File: src/rtl/dtcm_arbt_pkg.sv
// Shared widths and requester identifiers for the DTCM arbiter.
package dtcm_arbt_pkg;

    localparam int DTCM_ADDR_WIDTH = 16;
    localparam int XLEN            = 32;

    typedef enum logic {
        REQ_LSU = 1'b0,
        REQ_EXT = 1'b1
    } req_id_t;

endpackage

File: src/rtl/dtcm_arbt.sv
// Two-way round-robin arbiter sharing the single-port DTCM between LSU and EXT; zero-cycle command mux,
// one outstanding transaction, grant held on a stalled command, response routed to its owner.
module dtcm_arbt
    import dtcm_arbt_pkg::*;
#(
    parameter int AW = DTCM_ADDR_WIDTH,
    parameter int DW = XLEN
) (
    input  logic            i_clk,
    input  logic            i_rst_n,

    input  logic            i_lsu_cmd_valid,
    output logic            o_lsu_cmd_ready,
    input  logic            i_lsu_cmd_read,
    input  logic [AW-1:0]   i_lsu_cmd_addr,
    input  logic [DW-1:0]   i_lsu_cmd_wdata,
    input  logic [DW/8-1:0] i_lsu_cmd_wmask,
    output logic            o_lsu_rsp_valid,
    input  logic            i_lsu_rsp_ready,
    output logic [DW-1:0]   o_lsu_rsp_rdata,

    input  logic            i_ext_cmd_valid,
    output logic            o_ext_cmd_ready,
    input  logic            i_ext_cmd_read,
    input  logic [AW-1:0]   i_ext_cmd_addr,
    input  logic [DW-1:0]   i_ext_cmd_wdata,
    input  logic [DW/8-1:0] i_ext_cmd_wmask,
    output logic            o_ext_rsp_valid,
    input  logic            i_ext_rsp_ready,
    output logic [DW-1:0]   o_ext_rsp_rdata,

    output logic            o_dtcm_cmd_valid,
    input  logic            i_dtcm_cmd_ready,
    output logic            o_dtcm_cmd_read,
    output logic [AW-1:0]   o_dtcm_cmd_addr,
    output logic [DW-1:0]   o_dtcm_cmd_wdata,
    output logic [DW/8-1:0] o_dtcm_cmd_wmask,
    input  logic            i_dtcm_rsp_valid,
    output logic            o_dtcm_rsp_ready,
    input  logic [DW-1:0]   i_dtcm_rsp_rdata
);

    logic    r_osd;
    req_id_t r_own;
    req_id_t r_last;
    logic    r_lock_vld;
    req_id_t r_lock_id;

    logic    w_gnt_vld;
    req_id_t w_gnt_id;
    logic    w_can_issue;
    logic    w_cmd_hsk;
    logic    w_rsp_hsk;
    logic    w_own_rsp_ready;

    always_comb begin
        w_gnt_vld = 1'b0;
        w_gnt_id  = REQ_LSU;
        if (r_lock_vld) begin
            w_gnt_id  = r_lock_id;
            w_gnt_vld = (r_lock_id == REQ_EXT) ? i_ext_cmd_valid : i_lsu_cmd_valid;
        end else if (i_lsu_cmd_valid && i_ext_cmd_valid) begin
            w_gnt_vld = 1'b1;
            w_gnt_id  = req_id_t'(~r_last);
        end else if (i_lsu_cmd_valid) begin
            w_gnt_vld = 1'b1;
            w_gnt_id  = REQ_LSU;
        end else if (i_ext_cmd_valid) begin
            w_gnt_vld = 1'b1;
            w_gnt_id  = REQ_EXT;
        end
    end

    always_comb begin
        o_dtcm_cmd_read  = 1'b0;
        o_dtcm_cmd_addr  = '0;
        o_dtcm_cmd_wdata = '0;
        o_dtcm_cmd_wmask = '0;
        if (w_gnt_vld) begin
            if (w_gnt_id == REQ_EXT) begin
                o_dtcm_cmd_read  = i_ext_cmd_read;
                o_dtcm_cmd_addr  = i_ext_cmd_addr;
                o_dtcm_cmd_wdata = i_ext_cmd_wdata;
                o_dtcm_cmd_wmask = i_ext_cmd_wmask;
            end else begin
                o_dtcm_cmd_read  = i_lsu_cmd_read;
                o_dtcm_cmd_addr  = i_lsu_cmd_addr;
                o_dtcm_cmd_wdata = i_lsu_cmd_wdata;
                o_dtcm_cmd_wmask = i_lsu_cmd_wmask;
            end
        end
    end

    // With nothing outstanding any response is stray: accept and drop it.
    assign w_own_rsp_ready  = (r_own == REQ_EXT) ? i_ext_rsp_ready : i_lsu_rsp_ready;
    assign o_dtcm_rsp_ready = r_osd ? w_own_rsp_ready : i_dtcm_rsp_valid;
    assign w_rsp_hsk        = i_dtcm_rsp_valid & o_dtcm_rsp_ready;
    assign w_can_issue      = ~r_osd | w_rsp_hsk;

    assign o_dtcm_cmd_valid = w_gnt_vld & w_can_issue;
    assign w_cmd_hsk        = o_dtcm_cmd_valid & i_dtcm_cmd_ready;
    assign o_lsu_cmd_ready  = w_gnt_vld & (w_gnt_id == REQ_LSU) & w_can_issue & i_dtcm_cmd_ready;
    assign o_ext_cmd_ready  = w_gnt_vld & (w_gnt_id == REQ_EXT) & w_can_issue & i_dtcm_cmd_ready;

    assign o_lsu_rsp_valid  = i_dtcm_rsp_valid & r_osd & (r_own == REQ_LSU);
    assign o_ext_rsp_valid  = i_dtcm_rsp_valid & r_osd & (r_own == REQ_EXT);
    assign o_lsu_rsp_rdata  = i_dtcm_rsp_rdata;
    assign o_ext_rsp_rdata  = i_dtcm_rsp_rdata;

    always_ff @(posedge i_clk) begin
        if (!i_rst_n) begin
            r_osd      <= 1'b0;
            r_own      <= REQ_LSU;
            r_last     <= REQ_EXT;
            r_lock_vld <= 1'b0;
            r_lock_id  <= REQ_LSU;
        end else if (w_cmd_hsk) begin
            // A new issue wins over the completing response's clear of osd.
            r_osd      <= 1'b1;
            r_own      <= w_gnt_id;
            r_last     <= w_gnt_id;
            r_lock_vld <= 1'b0;
        end else begin
            if (w_rsp_hsk) begin
                r_osd <= 1'b0;
            end
            if (w_gnt_vld) begin
                r_lock_vld <= 1'b1;
                r_lock_id  <= w_gnt_id;
            end
        end
    end

endmodule

File: config.mk
export PLATFORM = sky130hd
export DESIGN_NAME = dtcm_arbt
export DESIGN_NICKNAME = d
export VERILOG_FILES = /design/src/rtl/dtcm_arbt_pkg.sv /design/src/rtl/dtcm_arbt.sv
export SDC_FILE = /design/constraint.sdc
export NUM_CORES = 1
export LEC_CHECK = 0
export ABC_AREA = 1
export CORE_AREA = 2 2 106 108
export CTS_BUF_LIST = sky130_fd_sc_hd__clkbuf_8
export DETAILED_ROUTE_END_ITERATION = 8
export DIE_AREA = 0 0 108 110
export GPL_TIMING_DRIVEN = 1
export PLACE_DENSITY = 0.61
export SLEW_MARGIN = 0
export SYNTH_ARGS = -nofsm -noshare
export SYNTH_HDL_FRONTEND = slang
export SYNTH_SLANG_ARGS = --single-unit
File: constraint.sdc
create_clock -name i_clk -period 1.43 [get_ports i_clk]
set_clock_uncertainty 0.05 [all_clocks]
set_input_delay 0.2145 -clock i_clk [delete_from_list [all_inputs] [get_ports i_clk]]
set_output_delay 0.2145 -clock i_clk [all_outputs]
set_load 0.05 [all_outputs]
# --- Word-level counts from Yosys, hierarchy flattened ---
# Index checks and enable logic that the tools add are counted.
totals:
  register_bits: 5
  wordCells: 48
op_classes:
  muxes: 20
  n_bitwise: 19
  n_reduce_logical: 4
ops:
  columns: ["cell", "count"]
  rows:
  - ["32-bit two-way mux", 2]
  - ["16-bit two-way mux", 2]
  - ["1-bit two-way mux", 14]
  - ["1-bit AND", 12]
  - ["4-bit two-way mux", 2]
  - ["1-bit NOT", 6]
  - ["2-bit AND reduction", 1]
  - ["2-bit nonzero test", 1]
  - ["2-bit OR reduction", 1]
  - ["1-bit logical AND", 1]
  - ["1-bit OR", 1]

# --- Longest topological paths before layout ---
depth:
  depth_word: 8
  depth_mapped: 9
  depth_no_buf: 9

# --- Worst setup path before layout ---
# OpenSTA, ideal clock, no wires.
synth_timing:
  path_type: "flip-flop to output port"
  start: "reg r_lock_id"
  end: "out o_dtcm_cmd_wdata[16]"
  arrival_time_ns: 1.716
  slack_ns: -0.551
  stages_incl_launch_ff: 7
  n_path_buf: 1
  path_cell_list: "dfxtp_1 -> nand2_2 -> inv_1 -> o21ai_2 -> inv_4 -> buf_6 -> a21oi_1"
synth_via:
  elab_chain_cells: 3
  word_cells_on_any_way: 5
  cone_classes: "5 x mux"
synth_lines:
  columns: ["element", "line", "source"]
  rows:
  - ["from (decl)", "dtcm_arbt.sv:47", "req_id_t r_lock_id;"]
  - ["from (signal assigned)", "dtcm_arbt.sv:129", "r_lock_id <= w_gnt_id;"]
  - ["1-bit two-way mux (on tied branches)", "dtcm_arbt.sv:59, dtcm_arbt.sv:61", null]
  - ["32-bit two-way mux / 1-bit two-way mux (equally long branches)", "dtcm_arbt.sv:80, dtcm_arbt.sv:59", null]
  - ["32-bit two-way mux (*)", "dtcm_arbt.sv:79", "if (w_gnt_vld) begin"]
  - ["to (decl)", "dtcm_arbt.sv:36", "output logic [DW-1:0] o_dtcm_cmd_wdata,"]
# Every way passes the cells marked *; elsewhere a longest branch is shown, timed or not.

# --- Final worst setup path ---
layout_timing:
  start: "reg r_lock_vld"
  end: "out o_dtcm_cmd_wdata[17]"
layout_via:
  elab_chain_cells: 3
  word_cells_on_any_way: 4
  cone_classes: "4 x mux"
layout_lines:
  columns: ["element", "line", "source"]
  rows:
  - ["from (decl)", "dtcm_arbt.sv:46", "logic r_lock_vld;"]
  - ["from (signal assigned)", "dtcm_arbt.sv:115", "r_lock_vld <= 1'b0;"]
  - ["from (signal assigned)", "dtcm_arbt.sv:122", "r_lock_vld <= 1'b0;"]
  - ["from (signal assigned)", "dtcm_arbt.sv:128", "r_lock_vld <= 1'b1;"]
  - ["1-bit two-way mux", "dtcm_arbt.sv:59", "if (r_lock_vld) begin"]
  - ["32-bit two-way mux", "dtcm_arbt.sv:80", "if (w_gnt_id == REQ_EXT) begin"]
  - ["32-bit two-way mux (*)", "dtcm_arbt.sv:79", null]
# Marks and branches as above.

==> metrics.txt <==
post-synthesis xor/xnor area fraction=0%; synthesized instance count=282; RSZ-0062 raised after global routing=yes; pin count of the biggest net entering global routing=20; GRT Overall Usage=13.37%; Final WS setup=-0.4734 ns; outcome=finished with violations; MaxCap Viol Count=0; largest family of logic cells by synthesized area=buffers and inverters; P_leak=2.095 nW; Power per Cell Area=802.1 nW/um^2; IO Count=269; WHS Endpoint=o_ext_rsp_rdata[9]; first-pass GRT wire length=12.45 mm; Area Overhead vs Synth=224.0%; WP data required=1.17 ns; root buffer cell=clkbuf_8; Hold Fails Final Rpt=0; vias in the first global route=2450; Final min period=1.903 ns; worst rel slew slack=83.12%; WL/cell=16.50 um; reg2reg path depth=10; Worst-path clk slew=0.04 ns; hold_buf cts=0; area of the die=11880 um^2; H-tree depth=1; CTS sink cnt=5; Syn Std Cell Area=1609 um^2; Skew-Pair Late Insertion Delay=0.22 ns; Worst Setup Start Kind=flop; count of different cell masters after synthesis=22; #FFs+latches synth=5; yosys warns=0; layout cells sized above 1=60.76%; n_diodes=0; HPWL after detailed placement=6.478 mm; Worst Hold Class=in -> out; Placer Congestion=0.7305; worst reg2reg startpoint=r_lock_vld$_SDFFE_PP0P_; critical path type=reg -> out; Area after DPL=4334 um^2; maximum vdd drop=514.8 uV; post-place setup slack=-0.5124 ns; achievable frequency=525.4 MHz; Mean Syn Cell Area=5.706 um^2; FF-to-FF setup slack=-0.19 ns; fin nets=570; final worst path period share=133.1%; drt first pass iters=3; initial antenna violation count=0; Vias=2315; Via-to-Cell Ratio=4.112; CP arrival=1.64 ns; row count=38; post-synthesis compound-gate area fraction=21.70%; Setup violations, final=60; CORE AREA=10700 um^2; Initial Utilization=15.04%; Tightest Pin Transition=0.2524 ns; Syn Nets=428; Seq/Total Area, Yosys=6.221%; r2r endpoint=r_lock_id$_SDFFE_PN0P_; hold path depth=0; hold path start=i_dtcm_rsp_rdata[9]; Slew Viols, Final=0; Final Routed Wirelength=9.292 mm; Initial DRC Count=27; GRT overflow=0; Die H=110 um; Crit Path Max Fanout=8; CTS max path bufs=2; Post-Synth Adder-Cell Area=0%; Simple-Gate Fraction of Synth Area=32.27%; CP endpoint kind=output pin; die width=108 um; Num CTS Buffers=3; multiplexer share of the synthesized area=0%; Port-buffer cells=172; failing checks=negative setup slack; drt drc=0; antenna viol nets, final=0; post-route cell area=5214 um^2; TritonCTS clock tree=yes
==> Yosys cell counts <==
master,instances,share of area (%)
nand3_1,2,0.62
buf_6,6,4.2
nand3_4,1,1.1
nor3_1,2,0.62
inv_2,1,0.23
inv_4,1,0.39
a21oi_1,49,15
nand2_2,1,0.39
o21ai_0,2,0.62
dfxtp_1,5,6.2
o21ai_2,2,1.1
nor2_4,1,0.70
nor2_1,2,0.47
a21oi_2,7,3.8
o211ai_1,1,0.47
nand2_4,1,0.70
nand2_1,116,27
inv_1,6,1.4
buf_2,6,1.9
a21boi_0,1,0.47
nand3_2,1,0.62
buf_4,68,32
==> registers in the layout (all words and copies together), names as in the netlist <==
name        count
r_osd           1
r_last          1
r_own           1
r_lock_id       1
r_lock_vld      1
==> logic make-up after synthesis <==
group	after synthesis
AND/OR/NAND/NOR	127
buffers and inverters	88
flip-flops	5
AO/OA/AOI/OAI	62
==> metal layers <==
layer | GRT usage [%] | wire [um] | vias up
met5 | 0 | 0 | -
met4 | 3.663 | 238 | 0
met3 | 3.527 | 729 | 27
met2 | 25.61 | 4865 | 100
met1 | 14.46 | 3458 | 1069
li1 | - | - | 1119
==> worst max-delay path, stage by stage, from the launching register on <==
cell	delay [ns]
dfxtp_4	0.35
nand2_4	0.11
inv_4	0.04
o21ai_4	0.19
inv_6	0.10
bufbuf_16	0.31
a21oi_4	0.14
buf_12	0.15
==> final cells by class <==
| class | count | area, um^2 |
|---|---|---|
| multi-input combinational | 189 | 1831 |
| tap | 140 | 175.2 |
| fill | 956 | 5484 |
| sequential | 5 | 110.1 |
| clock inverter | 1 | 3.754 |
| inverter | 8 | 52.55 |
| clock buffer | 3 | 41.29 |
| timing repair buffer | 217 | 3000 |
==> report_power, final <==
| part | internal [W] | switching, W | total, W |
|---|---|---|---|
| clock network | 0.000184 | 0.0000745 | 0.000259 |
| registers | 0.000157 | 0.0000196 | 0.000177 |
| logic | 0.00185 | 0.00189 | 0.00375 |
| total | 0.00220 | 0.00199 | 0.00418 |
==> stage by stage <==
step                power [W]  cells  setup TNS, ns  util, %  hold WS (ns)
floorplan            0.002346    282         -7.170        -        0.2631
global placement     0.003324    538         -25.91    40.51        0.3795
detailed placement   0.003357    538         -27.45    40.51        0.3795
CTS                  0.003972    554         -25.12    45.08        0.3795
global route         0.004346    563         -27.84    48.74        0.3791
finish               0.004182    563         -24.59    48.74        0.3790
==> repair_timing <==
action	CTS	global route
resized for setup	67	82
cloned	6	6
buffers inserted	7	6
endpoints found under the hold margin	0	0
pin swaps	18	41
endpoints found under the setup margin	64	63
==> layout by cell type, fill, tap and decap left out, types with 2 or more instances in the layout <==
cell,synthesis,final
dfxtp_2,0,2
buf_4,68,14
buf_12,0,67
nand2_4,1,29
inv_2,1,2
nand3_4,1,2
nor2_4,1,2
clkbuf_8,0,3
nand2_1,116,44
nand2_2,1,44
buf_6,6,10
clkdlybuf4s50_1,0,108
o21ai_2,2,2
clkbuf_16,0,5
buf_8,0,3
dlygate4sd2_1,0,4
a21oi_4,0,53
inv_1,6,3
inv_4,1,2
buf_16,0,4
a21oi_2,7,3
dfxtp_4,0,2
==> how the worst max path moves through the flow <==
stage	startpoint	endpoint	depth (start not counted)
6_report	r_lock_vld$_SDFFE_PP0P_	o_dtcm_cmd_wdata[17]	7
5_1_grt	r_lock_vld$_SDFFE_PP0P_	o_dtcm_cmd_wdata[17]	9
4_1_cts	r_lock_vld$_SDFFE_PP0P_	o_dtcm_cmd_wdata[27]	7
3_5_place_dp	i_lsu_cmd_valid	o_dtcm_cmd_wdata[16]	9
3_3_place_gp	i_ext_cmd_valid	o_dtcm_cmd_addr[1]	8
2_1_floorplan	r_osd$_SDFFE_PN0P_	o_ext_rsp_valid	2
Power figures use the tool's default switching activity.
